<file path="config.mk">
export PLATFORM = sky130hd
export DESIGN_NAME = keypad_scanner
export DESIGN_NICKNAME = d
export VERILOG_FILES = /design/src/rtl/nim_pkg.sv /design/src/rtl/sync_2ff.sv /design/src/rtl/keypad_scanner.sv
export SDC_FILE = /design/constraint.sdc
export NUM_CORES = 1
export LEC_CHECK = 0
export CAP_MARGIN = 15
export CORE_UTILIZATION = 45
export DETAILED_ROUTE_END_ITERATION = 10
export GPL_ROUTABILITY_DRIVEN = 0
export GPL_TIMING_DRIVEN = 0
export PLACE_DENSITY_LB_ADDON = 0.15
export SYNTH_ARGS = -nofsm -noshare
export SYNTH_HDL_FRONTEND = slang
export SYNTH_SLANG_ARGS = --single-unit
</file>
<file path="constraint.sdc">
create_clock -name clk -period 2.1 [get_ports clk]
set_clock_uncertainty 0.2 [all_clocks]
set_input_delay 0.42 -clock clk [delete_from_list [all_inputs] [get_ports clk]]
set_output_delay 0.42 -clock clk [all_outputs]
set_load 0.02 [all_outputs]
</file>
<file path="src/rtl/nim_pkg.sv">
// nim_pkg: shared keypad constants, key map and debounce state type
package nim_pkg;

    localparam int NUM_ROWS = 4;
    localparam int NUM_COLS = 4;

    // Nibble {row,col} holds the hex legend of that key.
    // Rows top to bottom: 1 2 3 A / 4 5 6 B / 7 8 9 C / 0 F E D
    localparam logic [63:0] KEY_MAP = 64'hDEF0_C987_B654_A321;

    typedef enum logic {IDLE, PRESSED} state_t;

    function automatic logic [3:0] key_lookup(input logic [1:0] r, input logic [1:0] c);
        return KEY_MAP[{r, c, 2'b00} +: 4];
    endfunction

endpackage

</file>
<file path="src/rtl/sync_2ff.sv">
// sync_2ff: two-flop synchronizer, flops reset to 1 so idle active-low lines read released
module sync_2ff #(
    parameter int W = 4
) (
    input  logic         clk,
    input  logic         reset,
    input  logic [W-1:0] d,
    output logic [W-1:0] q
);

    logic [W-1:0] meta;

    // Two-stage capture of the asynchronous input
    always_ff @(posedge clk or posedge reset) begin
        if (reset) begin
            meta <= '1;
            q    <= '1;
        end else begin
            meta <= d;
            q    <= meta;
        end
    end

endmodule

</file>
<file path="src/rtl/keypad_scanner.sv">
// keypad_scanner: 4x4 keypad column scan, debounce and single-pulse press events
module keypad_scanner
    import nim_pkg::*;
#(
    parameter int SETTLE_CYCLES  = 1000,
    parameter int DEBOUNCE_SCANS = 4
) (
    input  logic                clk,
    input  logic                reset,
    input  logic [NUM_ROWS-1:0] row,
    output logic [NUM_COLS-1:0] col,
    output logic [3:0]          key_code,
    output logic                key_strobe,
    output logic                key_held
);

    localparam int DW = $clog2(SETTLE_CYCLES);
    localparam int CW = $clog2(DEBOUNCE_SCANS + 1);

    logic [3:0]    row_s;
    logic [DW-1:0] dwell;
    logic [1:0]    col_idx;
    logic          acc_valid;
    logic [3:0]    acc_code;
    logic          sw_done;
    logic          sw_valid;
    logic [3:0]    sw_code;
    state_t        state;
    logic [CW-1:0] cnt;
    logic [CW-1:0] rel;
    logic          prev_valid;
    logic [3:0]    prev_code;

    logic          sample;
    logic          hit;
    logic [1:0]    hit_row;
    logic [3:0]    hit_code;
    logic          cur_valid;
    logic [3:0]    cur_code;
    logic [CW-1:0] cnt_nxt;
    logic [CW-1:0] rel_nxt;

    sync_2ff #(.W(NUM_ROWS)) u_sync (
        .clk   (clk),
        .reset (reset),
        .d     (row),
        .q     (row_s)
    );

    assign col = ~(4'b0001 << col_idx);

    // Per-column hit and the running sweep candidate (earlier column wins, then lower row)
    always_comb begin
        sample    = dwell == DW'(SETTLE_CYCLES - 1);
        hit       = row_s != 4'hF;
        hit_row   = !row_s[0] ? 2'd0 : !row_s[1] ? 2'd1 : !row_s[2] ? 2'd2 : 2'd3;
        hit_code  = key_lookup(hit_row, col_idx);
        cur_valid = (col_idx == 2'd0) ? hit : (acc_valid | hit);
        cur_code  = (col_idx != 2'd0 && acc_valid) ? acc_code : hit_code;
        cnt_nxt   = !sw_valid ? '0 : (prev_valid && sw_code == prev_code) ? cnt + 1'b1 : CW'(1);
        rel_nxt   = (sw_valid && sw_code == key_code) ? '0 : rel + 1'b1;
    end

    // Column dwell timer, row sampling and end-of-sweep capture
    always_ff @(posedge clk or posedge reset) begin
        if (reset) begin
            dwell     <= '0;
            col_idx   <= '0;
            acc_valid <= 1'b0;
            acc_code  <= '0;
            sw_done   <= 1'b0;
            sw_valid  <= 1'b0;
            sw_code   <= '0;
        end else begin
            sw_done <= sample && col_idx == 2'd3;
            dwell   <= sample ? '0 : dwell + 1'b1;
            if (sample) begin
                col_idx   <= col_idx + 2'd1;
                acc_valid <= cur_valid;
                acc_code  <= cur_code;
                if (col_idx == 2'd3) begin
                    sw_valid <= cur_valid;
                    sw_code  <= cur_code;
                end
            end
        end
    end

    // Debounce FSM: accept a press after stable sweeps, then wait for a stable release
    always_ff @(posedge clk or posedge reset) begin
        if (reset) begin
            state      <= IDLE;
            cnt        <= '0;
            rel        <= '0;
            prev_valid <= 1'b0;
            prev_code  <= '0;
            key_code   <= '0;
            key_strobe <= 1'b0;
            key_held   <= 1'b0;
        end else begin
            key_strobe <= 1'b0;
            if (sw_done) begin
                prev_valid <= sw_valid;
                prev_code  <= sw_code;
                if (state == IDLE) begin
                    if (cnt_nxt == CW'(DEBOUNCE_SCANS)) begin
                        key_code   <= sw_code;
                        key_strobe <= 1'b1;
                        key_held   <= 1'b1;
                        state      <= PRESSED;
                        cnt        <= '0;
                    end else begin
                        cnt <= cnt_nxt;
                    end
                end else if (rel_nxt == CW'(DEBOUNCE_SCANS)) begin
                    key_held <= 1'b0;
                    state    <= IDLE;
                    rel      <= '0;
                end else begin
                    rel <= rel_nxt;
                end
            end
        end
    end

endmodule

</file>
==> flow_metrics.env, run 1 <==
export IMPL_grtUsageTotal_pct=17.5
export IMPL_setup_ws_ps=51.0
export IMPL_synth_common_cells="41 x dfrtp_1, 17 x nand2_1, 15 x mux2_2, 15 x o21ai_0, 11 x inv_1"
export IMPL_nets=245
export IMPL_place_inst=287
export IMPL_dieArea_sq_mm=0.00544
export IMPL_status="finished, final reports clean"
export IMPL_cts_root_buf="clkbuf_8"
export IMPL_netlist_area_sq_mm=0.00232
export IMPL_synthCells=204
export IMPL_routed_wl_microns=4080
export IMPL_yosysMostFrequentCell="dfrtp_1"
export IMPL_pwr_share_clk_pct=40.4
export IMPL_rows=25
export IMPL_postSynthAreaPerCell_sq_um=11.4
export IMPL_r2r_end="key_code[0]$_DFFE_PP0P_"
export IMPL_die_x_microns=73.8
export IMPL_yosys_top_cells_area="dfrtp_1 44%, dfstp_2 9.1%, mux2_2 7.3%"
export IMPL_antenna_found_initial=0
export IMPL_vias=1568
export IMPL_syn_num_nets=219
export IMPL_rr_worst_depth=6
export IMPL_comb_power_share_pct=2.6
export IMPL_die_h_microns=73.8
export IMPL_clock_fmax_ghz=0.488
export IMPL_min_path_type="reg2reg"
export IMPL_cts_clk_slew_worst_paths_ps=80
export IMPL_layout_min_cycle_time_ps=2050
export IMPL_wire_per_inst_microns=13.7
export IMPL_synthFlopType="dfrtp_1"
export IMPL_yosysWarnings=0
export IMPL_ys_types=41
export IMPL_synth_ff_latch_count=49
export IMPL_avgViaCountPerCell=5.26
export IMPL_stdcell_area_sq_mm=0.00274
export IMPL_slew_viol_final=0
export IMPL_cts_made_buffers=5
export IMPL_required_ps=2080
export IMPL_setup_tns_ps=0
export IMPL_synth_edf_count=0
export IMPL_netSwitchingFraction_pct=19.2
export IMPL_critPathKind="reg2reg"
export IMPL_layout_cells_non_filler=298
export IMPL_initial_utilization_pct=47.8
export IMPL_p_leak_nw=1.23
export IMPL_critPathCapture="key_code[0]$_DFFE_PP0P_"
export IMPL_io_pins=16
export IMPL_max_cap_viol_count=0
export IMPL_endpoint_kind="flip-flop"
export IMPL_fin_crit_sh_pct=97.6
export IMPL_pwr_density_cell_mw_per_mm2=616
export IMPL_grt_max_degree=35
export IMPL_dp_hpwl_microns=2960
export IMPL_cp_arrival_ps=2030
export IMPL_cts_sinks=49
export IMPL_syn2layout_area_growth_pct=18.2
export IMPL_core_area_sq_mm=0.00485
export IMPL_grt_pass1_vias=1646
export IMPL_final_util_pct=56.5
export IMPL_dr_first_iter_drc_count=44
export IMPL_maxSlewHeadroom_pct=74.9
export IMPL_r2r_slack_ps=50
export IMPL_grt_pass1_wl_microns=7220
export IMPL_net_switching_power_mw=0.325
export IMPL_async_flop_share_pct=100
export IMPL_cts_tree="yes"
export IMPL_clk_latency_ps=290
export IMPL_p_int_mw=1.36
export IMPL_dr_pass1_iters=4
export IMPL_dpl_cell_area_sq_mm=0.00257
export IMPL_ys_seq_area_share_pct=53.3
export IMPL_worstReg2RegStart="cnt[0]$_DFFE_PP0P_"
export IMPL_htreeDepth=2
export IMPL_setup_violations=0
export IMPL_pre_cts_slack_ps=-102
export IMPL_crit_fanout=6
export IMPL_crit_start="cnt[0]$_DFFE_PP0P_"
export IMPL_worstMarginPinSlew_ps=368
export IMPL_synth_top_area_cell="dfrtp_1"
export IMPL_start_kind="flip-flop"
export IMPL_portBuffers=15
export IMPL_layout_drive_gt1_share_pct=22.1
export IMPL_ir_drop_uv=374
export IMPL_overflow=0
export IMPL_diodes=0
export IMPL_ant_nets=0
export IMPL_yosys_area_top_type_share_pct=44.3
export IMPL_finalHoldViolCount=0
export IMPL_share_seq_of_total_power_pct=57.1
export IMPL_remaining_drc_errors=0
export IMPL_ctsHoldBuffers=0
export IMPL_clockBufferDepth=2
worst max-delay path, stage by stage (launching register included):
cell     delay [ps]
dfrtp_2         440
ha_4            260
nor2b_2         130
nand2_1         110
nor4_4          280
buf_4           190
mux2_2          330
cell usage in the layout (no fill, tap or decap), types with 2 or more instances in the layout:
cell and instances:
o21ai_0 15, ha_2 2, xnor2_1 9, inv_2 2, a22o_1 2, nand3_1 7, dfrtp_1 39, nor3b_1 3
inv_1 9, and4_1 3, dfstp_2 8, a21oi_1 6, nor4_1 2, xor2_1 8, nor2_1 10, dlygate4sd2_1 2
nand4_1 3, nor3_1 3, clkbuf_8 6, clkdlybuf4s50_1 11, dfrtp_2 2, mux2_2 15, nand2_1 17, o22ai_1 2
nand3b_1 2, ha_1 6, nor2b_1 6, buf_4 6
worst min-delay path by stage:
stage	startpoint	end	slack, ps	depth (start not counted)
6_report	u_sync.meta[2]$_DFF_PP1_	u_sync.q[2]$_DFF_PP1_	160	0
5_1_grt	u_sync.meta[0]$_DFF_PP1_	u_sync.q[0]$_DFF_PP1_	160	0
2_1_floorplan	u_sync.meta[0]$_DFF_PP1_	u_sync.q[0]$_DFF_PP1_	150	0
3_5_place_dp	u_sync.meta[2]$_DFF_PP1_	u_sync.q[2]$_DFF_PP1_	150	0
3_3_place_gp	u_sync.meta[3]$_DFF_PP1_	u_sync.q[3]$_DFF_PP1_	150	0
4_1_cts	u_sync.meta[2]$_DFF_PP1_	u_sync.q[2]$_DFF_PP1_	160	0
area by class of cell:
type | instances | area, sq um
Buffer | 2 | 15.0
Clock buffer | 7 | 86.3
Clock inverter | 1 | 30.0
Fill cell | 434 | 2110
Inverter | 11 | 41.3
Multi-Input combinational cell | 141 | 1050
Sequential cell | 49 | 1240
Tap cell | 67 | 83.8
Timing Repair Buffer | 20 | 199
routing by layer:
| metal | GRT usage, % | vias up | wire length (microns) |
|---|---|---|---|
| met3 | 3.70 | 5 | 96 |
| met4 | 6.84 | 0 | 43 |
| met1 | 21.3 | 778 | 1870 |
| met5 | 0 | - | 0 |
| li1 | - | 768 | - |
| met2 | 30.4 | 17 | 2070 |
repair_timing:
action,4_1_cts,5_1_grt
setup buffers,3,1
resized for setup,10,6
pin swaps,1,0
endpoints found under the setup margin,11,21
endpoints found under the hold margin,0,0
logic make-up (layout without fill, tap and decap cells):
group	Yosys count	in the layout	share of synthesized area [%]
adder cells (fa/ha/maj)	9	9	4.86
XOR/XNOR	17	17	6.42
AND/OR/NAND/NOR	67	67	16.8
flip-flops	49	49	53.3
multiplexers	16	16	7.72
buffers and inverters	14	41	2.48
AO/OA/AOI/OAI	32	32	8.42
through the flow:
| stage | hold slack [ps] | power, mW |
|---|---|---|
| floorplan | 145 | 1.00 |
| global placement | 145 | 1.02 |
| detailed placement | 147 | 1.03 |
| CTS | 159 | 1.72 |
| global route | 163 | 1.76 |
| finish | 159 | 1.69 |
state kept, by name, indices dropped and copies added, names as in the netlist, 4 cells and up:
name         count
u_sync.meta      4
key_code         4
u_sync.q         4
acc_code         4
sw_code          4
prev_code        4
dwell           10
power groups by stage:
| stage | clock network, mW | logic, mW | registers (mW) |
|---|---|---|---|
| final | 0.681 | 0.0431 | 0.963 |
| after detailed placement | 0 | 0.0452 | 0.982 |
| after floorplan | 0 | 0.0237 | 0.979 |
| after global routing | 0.740 | 0.0497 | 0.965 |
| after CTS | 0.710 | 0.0450 | 0.964 |
| after global placement | 0 | 0.0392 | 0.981 |
(Power assumes the default switching activity.)
==> run 2, diff against run 1 <==
Settings changed: CORE_UTILIZATION 45 to 52.
==> run 2 against run 1 <==
  * Sequential cell count did not move
  * Via count decreased by 1.1%
  * Fmax up 0.29%
  * Hold slack about the same
  * Global-route usage increased by 3.0 points
  * Worst setup slack better by 5.9 ps
  * Design area shrank 0.69%
  * Wire length grew 2.5%
  * Non-clock buffer count shrank 2
  * Clock power increased by 2%
  * Count of clock-buffer cells in the layout unchanged
  * Critical path depth fell by 2
==> flow_metrics.env, run 2 (same netlist as run 1, synthesis figures left out) <==
export IMPL_clk_latency_ps=300
export IMPL_die_x_microns=68.8
export IMPL_min_path_type="in2async"
export IMPL_slew_viol_final=0
export IMPL_pwr_density_cell_mw_per_mm2=625
export IMPL_dpl_cell_area_sq_mm=0.00255
export IMPL_portBuffers=15
export IMPL_overflow=0
export IMPL_worstReg2RegStart="state$_DFFE_PP0P_"
export IMPL_stdcell_area_sq_mm=0.00272
export IMPL_layout_drive_gt1_share_pct=21.8
export IMPL_ant_nets=0
export IMPL_cts_tree="yes"
export IMPL_grtUsageTotal_pct=20.5
export IMPL_p_int_mw=1.36
export IMPL_diodes=0
export IMPL_cts_clk_slew_worst_paths_ps=90
export IMPL_layout_cells_non_filler=279
export IMPL_wire_per_inst_microns=15.0
export IMPL_clockBufferDepth=2
export IMPL_largest_register="dwell"
export IMPL_avgViaCountPerCell=5.56
export IMPL_dr_pass1_iters=4
export IMPL_setup_ws_ps=56.9
export IMPL_start_kind="flip-flop"
export IMPL_dp_hpwl_microns=3040
export IMPL_cts_root_buf="clkbuf_8"
export IMPL_cp_arrival_ps=2040
export IMPL_layout_min_cycle_time_ps=2040
export IMPL_antenna_found_initial=0
export IMPL_syn2layout_area_growth_pct=17.4
export IMPL_critPathKind="reg2reg"
export IMPL_io_pins=16
export IMPL_ir_drop_uv=454
export IMPL_comb_power_share_pct=2.6
export IMPL_clock_fmax_ghz=0.489
export IMPL_vias=1551
export IMPL_initial_utilization_pct=55.9
export IMPL_grt_max_degree=40
export IMPL_remaining_drc_errors=0
export IMPL_finalHoldViolCount=0
export IMPL_endpoint_kind="flip-flop"
export IMPL_p_leak_nw=1.23
export IMPL_cts_sinks=49
export IMPL_core_area_sq_mm=0.00414
export IMPL_max_cap_viol_count=0
export IMPL_final_common_cell="dfrtp_1"
export IMPL_status="finished, final reports clean"
export IMPL_grt_pass1_wl_microns=6880
export IMPL_die_h_microns=68.8
export IMPL_setup_violations=0
export IMPL_grt_pass1_vias=1511
export IMPL_netSwitchingFraction_pct=19.9
export IMPL_share_seq_of_total_power_pct=56.6
export IMPL_dr_first_iter_drc_count=70
export IMPL_ctsHoldBuffers=0
export IMPL_r2r_end="key_strobe$_DFF_PP0_"
export IMPL_setup_tns_ps=0
export IMPL_hold_ws_ps=159
export IMPL_crit_fanout=6
export IMPL_rr_worst_depth=4
export IMPL_routed_wl_microns=4180
export IMPL_place_inst=270
export IMPL_rows=23
export IMPL_htreeDepth=2
export IMPL_pwr_share_clk_pct=40.8
export IMPL_final_util_pct=65.7
export IMPL_fin_crit_sh_pct=97.3
export IMPL_cts_made_buffers=5
export IMPL_dieArea_sq_mm=0.00473
export IMPL_finalPower_mw=1.70
export IMPL_nets=243
export IMPL_worstMarginPinSlew_ps=364
export IMPL_net_switching_power_mw=0.338
export IMPL_layout_common_cells="38 x dfrtp_1, 16 x nand2_1, 15 x mux2_2, 15 x o21ai_0, 11 x clkdlybuf4s50_1"
export IMPL_required_ps=2100
export IMPL_rsz0062_at_grt="false"
export IMPL_maxSlewHeadroom_pct=75.1
export IMPL_pre_cts_slack_ps=-87.8
export IMPL_largest_reg_flops=10
export IMPL_r2r_slack_ps=60
run 2: changes by cell type in the layout (fill, tap and decap cells not counted), sizes merged:
cell | previous run | this run
buf | 7 | 5
clkdlybuf4s15 | 2 | 0
dlygate4sd2 | 2 | 4
run 2: worst max-delay path: stages, from the launching register on:
cell	delay, ps
dfrtp_1	440
nand2b_4	190
or3b_4	400
or3b_1	440
nor4_2	270
run 2: how the worst max path moves through the flow:
stage | startpoint | to | cells after the start | slack, ps
final | state$_DFFE_PP0P_ | key_strobe$_DFF_PP0_ | 4 | 60
after detailed placement | sw_code[0]$_DFFE_PP0P_ | key_code[2]$_DFFE_PP0P_ | 4 | -90
after CTS | col_idx[0]$_DFFE_PP0N_ | col[0] | 4 | 9
after floorplan | sw_code[0]$_DFFE_PP0P_ | key_code[0]$_DFFE_PP0P_ | 4 | 60
after global routing | col_idx[1]$_DFFE_PP0N_ | col[0] | 4 | 2
after global placement | reset | acc_code[0]$_DFFE_PP0N_ | 2 | -500
run 2: cell type report:
cell class,count,area [sq um]
Tap cell,50,62.6
Clock inverter,1,30.0
Timing Repair Buffer,18,180
Fill cell,311,1420
Multi-Input combinational cell,141,1070
Clock buffer,7,86.3
Buffer,2,15.0
Inverter,11,41.3
Sequential cell,49,1240
run 2: what timing repair did:
item | 4_1_cts | 5_1_grt
pin swaps | 1 | 0
gates resized for setup | 12 | 5
endpoints found under the hold margin | 0 | 0
cloned | 0 | 0
endpoints found under the setup margin | 10 | 13
buffers inserted | 1 | 1
run 2: routing by layer:
layer | vias to the layer above | share of wire (%) | global-route usage [%]
li1 | 762 | - | -
met1 | 758 | 46 | 24.7
met2 | 24 | 50 | 35.3
met3 | 7 | 2.5 | 4.61
met4 | 0 | 1.8 | 8.42
met5 | - | 0 | 0
run 2: power by group through the flow:
| stage | Clock (mW) | Sequential (mW) | Combinational [mW] |
|---|---|---|---|
| final | 0.695 | 0.963 | 0.0435 |
| after global routing | 0.755 | 0.964 | 0.0499 |
| after CTS | 0.707 | 0.963 | 0.0449 |
| after detailed placement | 0 | 0.981 | 0.0447 |
| after global placement | 0 | 0.981 | 0.0388 |
| after floorplan | 0 | 0.979 | 0.0237 |
==> run 3, diff against run 2 <==
Settings changed: MAX_ROUTING_LAYER set to met4.
==> run 3 against run 2 <==
  * Combinational power barely moved
  * Non-clock buffer count did not move
  * Register-to-register slack is essentially flat
  * Fmax about the same
  * Final cell count unchanged
  * Worst setup slack barely moved
  * Sequential cell count unchanged
  * Design area unchanged
  * Critical endpoint unchanged
==> flow_metrics.env, run 3 (same netlist as run 1, synthesis figures left out) <==
export IMPL_ant_nets=0
export IMPL_largest_reg_flops=10
export IMPL_required_ps=2100
export IMPL_crit_buf_inv=0
export IMPL_vias=1544
export IMPL_start_kind="flip-flop"
export IMPL_final_common_cell="dfrtp_1"
export IMPL_die_h_microns=68.8
export IMPL_overflow=0
export IMPL_stdcell_area_sq_mm=0.00272
export IMPL_antenna_found_initial=0
export IMPL_slew_viol_final=0
export IMPL_dr_pass1_iters=4
export IMPL_cts_sinks=49
export IMPL_cp_slowest_cell="dfrtp_1"
export IMPL_slowest_delay_ps=440
export IMPL_maxSlewHeadroom_pct=75.1
export IMPL_setup_ws_ps=56.8
export IMPL_place_inst=270
export IMPL_layout_common_cells="38 x dfrtp_1, 16 x nand2_1, 15 x mux2_2, 15 x o21ai_0, 11 x clkdlybuf4s50_1"
export IMPL_cts_clk_slew_worst_paths_ps=90
export IMPL_cts_made_buffers=5
export IMPL_htreeDepth=2
export IMPL_endpoint_kind="flip-flop"
export IMPL_finalPower_mw=1.70
export IMPL_core_area_sq_mm=0.00414
export IMPL_p_leak_nw=1.23
export IMPL_rows=23
export IMPL_worstPathCellList="nand2b_4 > or3b_4 > or3b_1 > nor4_2"
export IMPL_grt_max_degree=40
export IMPL_nFillCells=311
export IMPL_largest_register="dwell"
export IMPL_dpl_cell_area_sq_mm=0.00255
export IMPL_pre_cts_slack_ps=-87.8
export IMPL_min_path_type="in2async"
export IMPL_avgViaCountPerCell=5.53
export IMPL_crit_fanout=6
export IMPL_grt_pass1_vias=1505
export IMPL_cp_arrival_ps=2040
export IMPL_cts_tree="yes"
export IMPL_grtUsageTotal_pct=21.1
export IMPL_worstMarginPinSlew_ps=364
export IMPL_crit_family="simple AND/OR/NAND/NOR gates"
export IMPL_dp_hpwl_microns=3040
export IMPL_rsz0062_at_grt="false"
export IMPL_setup_tns_ps=0
export IMPL_wire_per_inst_microns=15.0
export IMPL_remaining_drc_errors=0
export IMPL_layout_cells_non_filler=279
export IMPL_layout_drive_gt1_share_pct=21.8
export IMPL_setup_violations=0
export IMPL_diodes=0
export IMPL_clock_fmax_ghz=0.489
export IMPL_routed_wl_microns=4180
export IMPL_pwr_density_cell_mw_per_mm2=625
export IMPL_initial_utilization_pct=55.9
export IMPL_dieArea_sq_mm=0.00473
export IMPL_dr_first_iter_drc_count=72
export IMPL_fin_crit_sh_pct=97.3
export IMPL_grt_pass1_wl_microns=6890
export IMPL_finalHoldViolCount=0
export IMPL_nets=243
export IMPL_syn2layout_area_growth_pct=17.4
export IMPL_cts_root_buf="clkbuf_8"
export IMPL_ctsHoldBuffers=0
export IMPL_ir_drop_uv=453
export IMPL_critPathKind="reg2reg"
export IMPL_clk_latency_ps=300
export IMPL_max_cap_viol_count=0
export IMPL_status="finished, final reports clean"
export IMPL_layout_min_cycle_time_ps=2040
export IMPL_io_pins=16
export IMPL_clockBufferDepth=2
export IMPL_die_x_microns=68.8
export IMPL_portBuffers=15
## run 3: layout make-up
type,instances,area (sq um),area share [%]
inverters,11,41.3,1.52
multi-input cells,141,1070,39.2
repair buffers,18,180,6.62
flip-flops and latches,49,1240,45.6
plain buffers,2,15.0,0.552
clock inverters,1,30.0,1.10
well taps,50,62.6,2.30
clock buffers,7,86.3,3.17
## run 3: power breakdown
part	internal (mW)	leakage, nW	switching [mW]
clock	0.389	0.0585	0.305
combinational	0.0176	0.531	0.0259
sequential	0.957	0.638	0.00592
total	1.36	1.23	0.337
## run 3: per-layer routing
layer	vias to the layer above	wire (microns)	GRT usage [%]	part of all wire, %
met5	-	0	-	0
met4	0	76	8.42	1.8
met3	7	106	4.61	2.5
met2	24	2100	35.2	50
met1	752	1900	24.9	46
li1	761	-	-	-
## run 3: final timing paths
path / start / end / slack, ps / cells past startpoint
worst min-delay path: reset / key_held$_DFFE_PP0P_ / 160 / 2
worst max-delay path: state$_DFFE_PP0P_ / key_strobe$_DFF_PP0_ / 60 / 4
max in group asynchronous: reset / u_sync.meta[0]$_DFF_PP1_ / 990 / 3
worst max register to register: state$_DFFE_PP0P_ / key_strobe$_DFF_PP0_ / 60 / 4
worst min register to register: u_sync.meta[3]$_DFF_PP1_ / u_sync.q[3]$_DFF_PP1_ / 160 / 0
min in group clk: u_sync.meta[3]$_DFF_PP1_ / u_sync.q[3]$_DFF_PP1_ / 160 / 0
## run 3: repair_timing
action / 4_1_cts / 5_1_grt
pin swaps: 1 / 0
endpoints found under the setup margin: 10 / 13
gates cloned: 0 / 0
gates resized for setup: 12 / 5
setup buffers: 1 / 1
## run 3: stage by stage
step	util, %	hold WS, ps
after global placement	61.1	146
final	65.7	159
after global routing	65.7	163
after floorplan	-	145
after CTS	65.1	159
after detailed placement	61.6	147
## run 3: worst register-to-register path: stages (launching register included)
cell      delay, ps
dfrtp_1         440
nand2b_4        190
or3b_4          400
or3b_1          440
nor4_2          270
